--- src/rtl/uart_tx_arbiter.sv ---
// Packet-level round-robin arbiter sharing one UART transmitter between NUM_REQ byte streams.
// Optional idle-grant timeout is compiled in when UART_ARB_TIMEOUT_EN is defined.
module uart_tx_arbiter #(
  parameter int NUM_REQ        = 4,
  parameter int TIMEOUT_CYCLES = 65535
) (
  input  logic                 clk,
  input  logic                 rst_n,
  input  logic [NUM_REQ-1:0]   req_valid,
  input  logic [8*NUM_REQ-1:0] req_data,
  input  logic [NUM_REQ-1:0]   req_last,
  output logic [NUM_REQ-1:0]   req_ready,
  output logic [7:0]           tx_data,
  output logic                 tx_valid,
  input  logic                 tx_busy,
  output logic [NUM_REQ-1:0]   grant,
  output logic                 timeout_pulse
);

  localparam int IDX_W = $clog2(NUM_REQ);

  if (NUM_REQ < 2 || NUM_REQ > 8 || TIMEOUT_CYCLES < 1) begin : g_param_check
    $error("uart_tx_arbiter: NUM_REQ must be 2..8 and TIMEOUT_CYCLES at least 1");
  end

  typedef enum logic [1:0] {IDLE, XFER, SEND, WAIT} state_t;

  state_t             state, state_nxt;
  logic [NUM_REQ-1:0] grant_nxt;
  logic [IDX_W-1:0]   gnt_idx, gnt_idx_nxt;
  logic [IDX_W-1:0]   last_grant, last_grant_nxt;
  logic [IDX_W-1:0]   arb_idx;
  logic [7:0]         tx_data_nxt;
  logic               last_flag, last_flag_nxt;
  logic               guard, guard_nxt;
  logic               sel_valid, sel_last;
  logic [7:0]         sel_data;
  logic               hs;
  logic               revoke;

  // First requester strictly after the previous owner, wrapping modulo NUM_REQ.
  function automatic logic [IDX_W-1:0] rr_pick(input logic [NUM_REQ-1:0] vld,
                                               input logic [IDX_W-1:0]   last);
    logic [IDX_W-1:0] pick;
    logic             found;
    int               cand;
    pick  = last;
    found = 1'b0;
    for (int k = 1; k <= NUM_REQ; k++) begin
      cand = (int'(last) + k) % NUM_REQ;
      if (!found && vld[cand]) begin
        found = 1'b1;
        pick  = IDX_W'(cand);
      end
    end
    return pick;
  endfunction

  assign arb_idx = rr_pick(req_valid, last_grant);

  always_comb begin
    sel_valid = 1'b0;
    sel_last  = 1'b0;
    sel_data  = 8'h00;
    for (int i = 0; i < NUM_REQ; i++) begin
      if (grant[i]) begin
        sel_valid = req_valid[i];
        sel_last  = req_last[i];
        sel_data  = req_data[8*i +: 8];
      end
    end
  end

`ifdef UART_ARB_TIMEOUT_EN
  localparam int CNT_W = $clog2(TIMEOUT_CYCLES + 1);

  logic [CNT_W-1:0] to_cnt;

  // Counts only starved XFER cycles; leaving XFER or any handshake restarts it.
  always_ff @(posedge clk or negedge rst_n) begin
    if (!rst_n) begin
      to_cnt <= '0;
    end else if (state != XFER || hs) begin
      to_cnt <= '0;
    end else if (!sel_valid && !revoke) begin
      to_cnt <= to_cnt + 1'b1;
    end
  end

  assign revoke = (state == XFER) && !sel_valid && (to_cnt == CNT_W'(TIMEOUT_CYCLES));
`else
  assign revoke = 1'b0;
`endif

  assign timeout_pulse = revoke;
  assign tx_valid      = (state == SEND);

  always_comb begin
    state_nxt      = state;
    grant_nxt      = grant;
    gnt_idx_nxt    = gnt_idx;
    last_grant_nxt = last_grant;
    tx_data_nxt    = tx_data;
    last_flag_nxt  = last_flag;
    guard_nxt      = 1'b0;
    req_ready      = '0;
    hs             = 1'b0;
    unique case (state)
      IDLE: begin
        if (|req_valid) begin
          gnt_idx_nxt = arb_idx;
          grant_nxt   = NUM_REQ'(1) << arb_idx;
          state_nxt   = XFER;
        end
      end
      XFER: begin
        hs        = sel_valid & ~tx_busy;
        req_ready = grant & {NUM_REQ{hs}};
        if (hs) begin
          tx_data_nxt   = sel_data;
          last_flag_nxt = sel_last;
          state_nxt     = SEND;
        end else if (revoke) begin
          grant_nxt      = '0;
          last_grant_nxt = gnt_idx;
          state_nxt      = IDLE;
        end
      end
      SEND: begin
        guard_nxt = 1'b1;
        state_nxt = WAIT;
      end
      WAIT: begin
        // The guard cycle gives the transmitter one clock to raise tx_busy.
        if (!guard && !tx_busy) begin
          if (last_flag) begin
            last_grant_nxt = gnt_idx;
            grant_nxt      = '0;
            state_nxt      = IDLE;
          end else begin
            state_nxt = XFER;
          end
        end
      end
      default: state_nxt = IDLE;
    endcase
  end

  always_ff @(posedge clk or negedge rst_n) begin
    if (!rst_n) begin
      state      <= IDLE;
      grant      <= '0;
      gnt_idx    <= '0;
      last_grant <= IDX_W'(NUM_REQ - 1);
      tx_data    <= 8'h00;
      last_flag  <= 1'b0;
      guard      <= 1'b0;
    end else begin
      state      <= state_nxt;
      grant      <= grant_nxt;
      gnt_idx    <= gnt_idx_nxt;
      last_grant <= last_grant_nxt;
      tx_data    <= tx_data_nxt;
      last_flag  <= last_flag_nxt;
      guard      <= guard_nxt;
    end
  end

endmodule

--- config.mk ---
export PLATFORM = sky130hd
export DESIGN_NAME = uart_tx_arbiter
export DESIGN_NICKNAME = d
export VERILOG_FILES = /design/src/rtl/uart_tx_arbiter.sv
export SDC_FILE = /design/constraint.sdc
export NUM_CORES = 1
export LEC_CHECK = 0
export BUFFER_PORTS_ARGS = -buffer_cell sky130_fd_sc_hd__buf_2
export CORE_MARGIN = 4
export CORE_UTILIZATION = 30
export CTS_CLUSTER_DIAMETER = 80
export CTS_CLUSTER_SIZE = 12
export DETAILED_ROUTE_END_ITERATION = 8
export GPL_ROUTABILITY_DRIVEN = 0
export GPL_TIMING_DRIVEN = 0
export PLACE_DENSITY_LB_ADDON = 0.12
export SYNTH_ARGS = -nofsm -noshare
export SYNTH_HDL_FRONTEND = slang
export SYNTH_SLANG_ARGS = --single-unit
--- constraint.sdc ---
create_clock -name clk -period 1.6 [get_ports clk]
set_input_delay 0.16 -clock clk [delete_from_list [all_inputs] [get_ports clk]]
set_output_delay 0.16 -clock clk [all_outputs]
set_load 0.01 [all_outputs]
After elaboration in Yosys (flattened, before gate mapping):

Cells that the tools add are included.

* bits of input ports: 43
* register bits after elaboration: 20
* output and inout port bits: 18
* logic and storage cells: 93

* equality and inequality tests: 7
* mux-type cells: 42
* shift-type cells: 1
* add/sub/neg operators: 4
* reductions and logical operators: 21
* bitwise operators: 7
* magnitude comparators: 4

Operators by type and width (number)
* 2-to-1 mux 8 bit: 4
* 2-to-1 mux 1 bit: 21
* < comparator 3 x 4 -> 1 bit, second input constant: 4
* 2-to-1 mux 4 bit: 4
* 2-to-1 mux 2 bit: 7
* binary-select mux 1 bit (select 2 bit): 4
* inequality test 2 bit, second input constant: 4
* case mux 2 bit (4 select lines): 1
* case mux 4 bit (2 select lines): 1
* OR reduction 2 bit: 4
* AND reduction 3 bit: 2
* zero test 1 bit: 5
* adder 2 x 1 -> 2 bit, second input constant: 2
* adder 2 bit, second input constant: 2
* bitwise AND 1 bit, first input constant: 4
* bitwise AND 4 bit: 1
* equality test 2 bit, second input constant: 2
* logical AND 1 bit: 4
* AND reduction 2 bit: 2
* AND reduction 4 bit: 1
* OR reduction 4 bit: 1
* left shift 1 x 2 -> 4 bit, first input constant: 1
* equality test 2 x 1 -> 1 bit, second input constant: 1
* zero test 2 bit: 1
* 3 further kinds: 3

Logic depth before layout (Yosys ltp):

* word-level depth: 19
* mapped depth: 7
* depth with buffers taken out: 6

Worst setup path before layout:

OpenSTA, ideal clock, no wires.

* path kind: reg-to-reg
* start point: register grant[2]
* end point: register state[1]
* stages on the path, launching flop included: 6
* arrival: 1.534 ns
* slack: -0.062 ns
* setup time: 0.128 ns
* required time: 1.472 ns
* buffers on the path: 0
* period minus slack after synthesis: 1.662 ns
* cell sequence: dfrtp_1 > nor3b_1 > a211o_1 > or2_4 > a21oi_4 > mux2_1

* word-level cells in the longest chain between the ends: 5

Ends and longest elaborated chain
* start, declared: RTL line 16 `output logic [NUM_REQ-1:0] grant,`
* start signal, assigned: RTL line 160 `grant <= grant_nxt;`
* 2-to-1 mux 1 bit (2 in series): RTL line 66 `if (grant[i]) begin`
* bitwise AND 1 bit: RTL line 117 `hs = sel_valid & ~tx_busy;`
* inequality test 2 bit (no source line)
* AND reduction 3 bit (no source line)
* end signal, assigned: RTL line 159 `state <= state_nxt;`
* end, declared: RTL line 28 `state_t state, state_nxt;`

No other way between the ends.
A chain may end at the register's enable or synchronous reset.

Worst setup path after layout:

* start point: register grant[2]
* end point: output port req_ready[1]

* word-level cells in the longest chain between the ends: 5

Ends and longest elaborated chain
* 2-to-1 mux 1 bit (2 in series): RTL line 66
* bitwise AND 1 bit: RTL line 117
* bitwise AND 4 bit: RTL line 118 `req_ready = grant & {NUM_REQ{hs}};`
* 2-to-1 mux 4 bit: RTL line 108 `unique case (state)`
* end, declared: RTL line 12 `output logic [NUM_REQ-1:0] req_ready,`

No other way between the ends.

==> impl_results.html <==
<table>
<tr><th>Metric</th><th>Value</th></tr>
<tr><th colspan="2">Outcome</th></tr>
<tr><td>Outcome</td><td>complete, but fails checks</td></tr>
<tr><td>Failing checks</td><td>negative setup slack</td></tr>
<tr><th colspan="2">Yosys</th></tr>
<tr><td>Synth Area per Inst</td><td>9.08 um^2</td></tr>
<tr><td>Compound-cell area share of the yosys netlist</td><td>28.3%</td></tr>
<tr><td>Total standard cell area after synthesis</td><td>1280 um^2</td></tr>
<tr><td>Largest cells by area after synthesis</td><td>sky130_fd_sc_hd__dfrtp_1, sky130_fd_sc_hd__a21oi_1, sky130_fd_sc_hd__a221oi_1</td></tr>
<tr><td>Proportion of synthesized area in mux cells</td><td>3.52%</td></tr>
<tr><td>Post-Syn Nets</td><td>188</td></tr>
<tr><td>Area share of fa/ha/maj cells after synthesis</td><td>slightly below 4%</td></tr>
<tr><td>Share of synthesized flip-flops with an asynchronous set or reset</td><td>100%</td></tr>
<tr><td>Post-synthesis cell type with the largest combined area</td><td>sky130_fd_sc_hd__dfrtp_1</td></tr>
<tr><td>Syn. warnings</td><td>0</td></tr>
<tr><td>Register bit total from synthesis</td><td>20</td></tr>
<tr><td>Dominant combinational cell family by area after synthesis</td><td>compound AO/OA/AOI/OAI gates</td></tr>
<tr><td>Post-synthesis cell count</td><td>141</td></tr>
<tr><td>Fraction of the yosys area taken by sequential cells</td><td>about 39%</td></tr>
<tr><td>Share of the synthesized area in the top cell type</td><td>a little over a third</td></tr>
<tr><td>Number of synthesized flops with an enable pin</td><td>0</td></tr>
<tr><td>Xor/xnor cell area share of the yosys netlist</td><td>0%</td></tr>
<tr><td>Count of unique library cells instantiated by Yosys</td><td>39</td></tr>
<tr><td>Simple-gate share of the synthesized area</td><td>19.3%</td></tr>
<tr><td>Top FF cell, synth</td><td>sky130_fd_sc_hd__dfrtp_1</td></tr>
<tr><th colspan="2">Layout</th></tr>
<tr><td>Fraction of layout cells with a size suffix above 1</td><td>53.0%</td></tr>
<tr><td>Final layout net count</td><td>265</td></tr>
<tr><td>Final antenna diode count</td><td>0</td></tr>
<tr><td>Most frequent cells in the layout</td><td>sky130_fd_sc_hd__buf_2, sky130_fd_sc_hd__a21oi_1, sky130_fd_sc_hd__dfrtp_1</td></tr>
<tr><td>Area Overhead vs Synth</td><td>49.4%</td></tr>
<tr><td>Leading cell type in the layout, fill and taps excluded</td><td>sky130_fd_sc_hd__buf_2</td></tr>
<tr><th colspan="2">Setup path</th></tr>
<tr><td>Cell repeated most along the worst path</td><td>sky130_fd_sc_hd__nor3b_2</td></tr>
<tr><td>Cell depth of the worst flop-to-flop path</td><td>8</td></tr>
<tr><td>Stage delay of the slowest cell on the critical path</td><td>about 400 ps</td></tr>
<tr><td>Crit path from</td><td>grant[2]$_DFFE_PN0P_</td></tr>
<tr><td>Capture instance of the worst register-to-register path</td><td>tx_data[2]$_DFFE_PN0P_</td></tr>
<tr><td>R2R Setup Slk</td><td>-70 ps</td></tr>
<tr><td>Launching element type of the critical path</td><td>register</td></tr>
<tr><td>Max stage delay cell, worst path</td><td>sky130_fd_sc_hd__dfrtp_1</td></tr>
<tr><td>Crit path arrival time</td><td>1680 ps</td></tr>
<tr><td>Series of cell instances along the critical path</td><td>nor3b_2 -&gt; a211o_1 -&gt; nor3b_2 -&gt; buf_4 -&gt; and2_4 -&gt; buf_6</td></tr>
<tr><td>Worst setup path category</td><td>register to output port</td></tr>
<tr><td>Req. time, crit path</td><td>approximately 1400 ps</td></tr>
<tr><td>Setup crit end kind</td><td>output port</td></tr>
<tr><td>Critical Path Fanout Max</td><td>3</td></tr>
<tr><td>Worst reg2reg startpoint</td><td>grant[2]$_DFFE_PN0P_</td></tr>
<tr><th colspan="2">Clock tree</th></tr>
<tr><td>TritonCTS clock tree</td><td>done</td></tr>
<tr><td>Clk Latency, worst-skew pair</td><td>250 ps</td></tr>
<tr><td>Maximum level of the CTS H-tree</td><td>1</td></tr>
<tr><td>Maximum buffer depth of the clock tree</td><td>2</td></tr>
<tr><td>Sinks on Clock Net</td><td>20</td></tr>
<tr><td>Clock transition time at the flip-flop clock pins of the worst setup and hold paths</td><td>80 ps</td></tr>
<tr><td>Buffer cell driving the clock tree root</td><td>sky130_fd_sc_hd__clkbuf_8</td></tr>
<tr><td>Number of buffers added by the clock tree synthesis step</td><td>3</td></tr>
<tr><th colspan="2">Floorplanning</th></tr>
<tr><td>Die area</td><td>5380 um^2</td></tr>
<tr><td>Core area</td><td>4060 um^2</td></tr>
<tr><td>Total number of placement rows</td><td>23</td></tr>
<tr><td>Width of the chip</td><td>73.3 um</td></tr>
<tr><td>Initial Util</td><td>31.5%</td></tr>
<tr><td>Height of the die</td><td>between 70 and 80 um</td></tr>
<tr><td>I/O pin cnt</td><td>61</td></tr>
<tr><th colspan="2">Global route</th></tr>
<tr><td>Initial antenna violation count</td><td>0</td></tr>
<tr><td>GRT Total Usage</td><td>about 15%</td></tr>
<tr><td>Pin count of the biggest net entering global routing</td><td>21</td></tr>
<tr><td>Overflow left after global routing</td><td>0</td></tr>
<tr><td>First-pass GRT wire length</td><td>between 6000 and 7000 um</td></tr>
<tr><td>Via count of the first global-routing pass</td><td>1390</td></tr>
<tr><th colspan="2">Job</th></tr>
<tr><td>Max cap viols</td><td>0</td></tr>
<tr><th colspan="2">Timing</th></tr>
<tr><td>Maximum clock rate</td><td>approximately 540 MHz</td></tr>
<tr><td>RSZ-0062 raised after global routing</td><td>yes</td></tr>
<tr><td>Tcrit/Tclk final</td><td>115%</td></tr>
<tr><td>Final critical path time including I/O delays and setup</td><td>~1800 ps</td></tr>
<tr><td>Setup-violating endpoint count in the final report</td><td>13</td></tr>
<tr><td>Final setup skew</td><td>4.40 ps</td></tr>
<tr><td>Total count of max-transition violations in the final report</td><td>0</td></tr>
<tr><td>Pin slew with the least headroom to its limit</td><td>a little over 500 ps</td></tr>
<tr><td>Setup slack after layout</td><td>-243 ps</td></tr>
<tr><td>Max transition margin</td><td>between 60 and 70%</td></tr>
<tr><td>Aggregate negative setup slack</td><td>-1450 ps</td></tr>
<tr><td>Worst Hold Slack</td><td>216 ps</td></tr>
<tr><td>Hold Violations, Final</td><td>0</td></tr>
<tr><th colspan="2">Drt</th></tr>
<tr><td>Count of vias placed by the detailed router</td><td>approximately 1400</td></tr>
<tr><td>Number of antenna-violating nets in the routed design</td><td>0</td></tr>
<tr><td>Violation count after the first detailed-routing iteration</td><td>47</td></tr>
<tr><td>Detailed-route wire length per cell</td><td>roughly 16 um</td></tr>
<tr><td>Number of detailed-routing iterations run before antenna repair</td><td>4</td></tr>
<tr><td>Residual DRC</td><td>0</td></tr>
<tr><td>Sum of routed wire length over all layers</td><td>4180 um</td></tr>
<tr><td>Post-DR vias/cell</td><td>a little over 5</td></tr>
<tr><th colspan="2">Hold path</th></tr>
<tr><td>Endpoint with the worst hold slack</td><td>tx_data[1]$_DFFE_PN0P_</td></tr>
<tr><td>Number of cells traversed by the worst hold path</td><td>3</td></tr>
<tr><td>Startpoint of the most critical hold path</td><td>req_data[25]</td></tr>
<tr><td>Hold WC Path Type</td><td>primary input to register</td></tr>
<tr><th colspan="2">Power</th></tr>
<tr><td>Leakage Power</td><td>0.900 nW</td></tr>
<tr><td>Total power consumption of the routed design</td><td>3.57 mW</td></tr>
<tr><td>Power density over the cells</td><td>approximately 1900 nW/um^2</td></tr>
<tr><td>VDD IR-drop max</td><td>about 850 uV</td></tr>
<tr><th colspan="2">Place</th></tr>
<tr><td>Quantity of I/O buffers inserted on ports</td><td>59</td></tr>
<tr><td>Estimated wirelength of the detail-placed design</td><td>3070 um</td></tr>
</table>
==> cell families (layout without fill, tap and decap cells) <==
logic type | after synthesis | in the layout
compound gates | 50 | 50
simple gates | 46 | 46
flops | 20 | 20
buf+inv | 16 | 92
fa+ha+maj | 4 | 4
mux | 4 | 4
other cells | 1 | 1
==> worst max-delay path, delay by kind of cell (launching register included) <==
kind / cells / cell delay (ps)
DFF: 1 / 400
and+or+nand+nor: 3 / 520
AOI/OAI and AO/OA: 1 / 250
buffers and inverters: 2 / 260
==> area by class of cell <==
type                       instances  area [um^2]
timing repair buffer              72          435
clock buffer                       4         55.1
inverter                           7         26.3
multi-input combinational        105          777
tap                               50         62.6
buffer                             9         48.8
sequential                        20          507
fill                             401         2150
==> registers in the layout (all words and copies together) (netlist names) <==
| register | flops |
|---|---|
| guard | 1 |
| tx_data | 8 |
| last_grant | 2 |
| state | 2 |
| last_flag | 1 |
| grant | 4 |
| gnt_idx | 2 |
==> what timing repair did <==
item	in CTS	in global routing
pin swaps	3	6
gates resized for setup	5	32
hold buffers	1	0
buffers inserted	8	5
setup endpoints to repair	18	21
endpoints found under the hold margin	18	0
gates cloned	0	0
==> cell usage after synthesis (all sizes together) (4+ instances only) <==
cell type  instances
a21oi             22
dfrtp             18
nor2              12
nor2b             10
nor3              10
a221oi             8
inv                7
clkbuf             5
and2               4
buf                4
ha                 4
mux2               4
nand2              4
o21ai              4
==> per-layer routing <==
metal  global-route usage, %  up-vias  wire length [um]
met4                    3.42        0                36
met1                    18.8      656              1680
li1                        -      667                 -
met2                    26.9       42              2180
met5                       0        -                 0
met3                    2.60        4               286
==> where the power goes <==
part	switching [mW]	internal (mW)	leakage, nW
clock	0.165	0.219	0.0288
combinational	1.10	1.09	0.636
sequential	0.212	0.784	0.235
==> worst max-delay path by stage <==
stage / to / cells past startpoint
floorplan: state[1]$_DFFE_PN0P_ / 5
global placement: req_ready[2] / 7
detailed placement: req_ready[2] / 7
CTS: req_ready[2] / 6
global route: req_ready[2] / 6
finish: req_ready[1] / 6
==> metrics by stage <==
stage	instance area [um^2]	setup slack (ps)	instances	utilization, %
floorplan	1280	-36.5	141	-
global placement	1640	-218	250	40.4
detailed placement	1640	-237	250	40.4
CTS	1780	-275	263	43.8
global route	1910	-304	267	47.1
finish	1910	-243	267	47.1
Power figures use the tool's default switching activity.
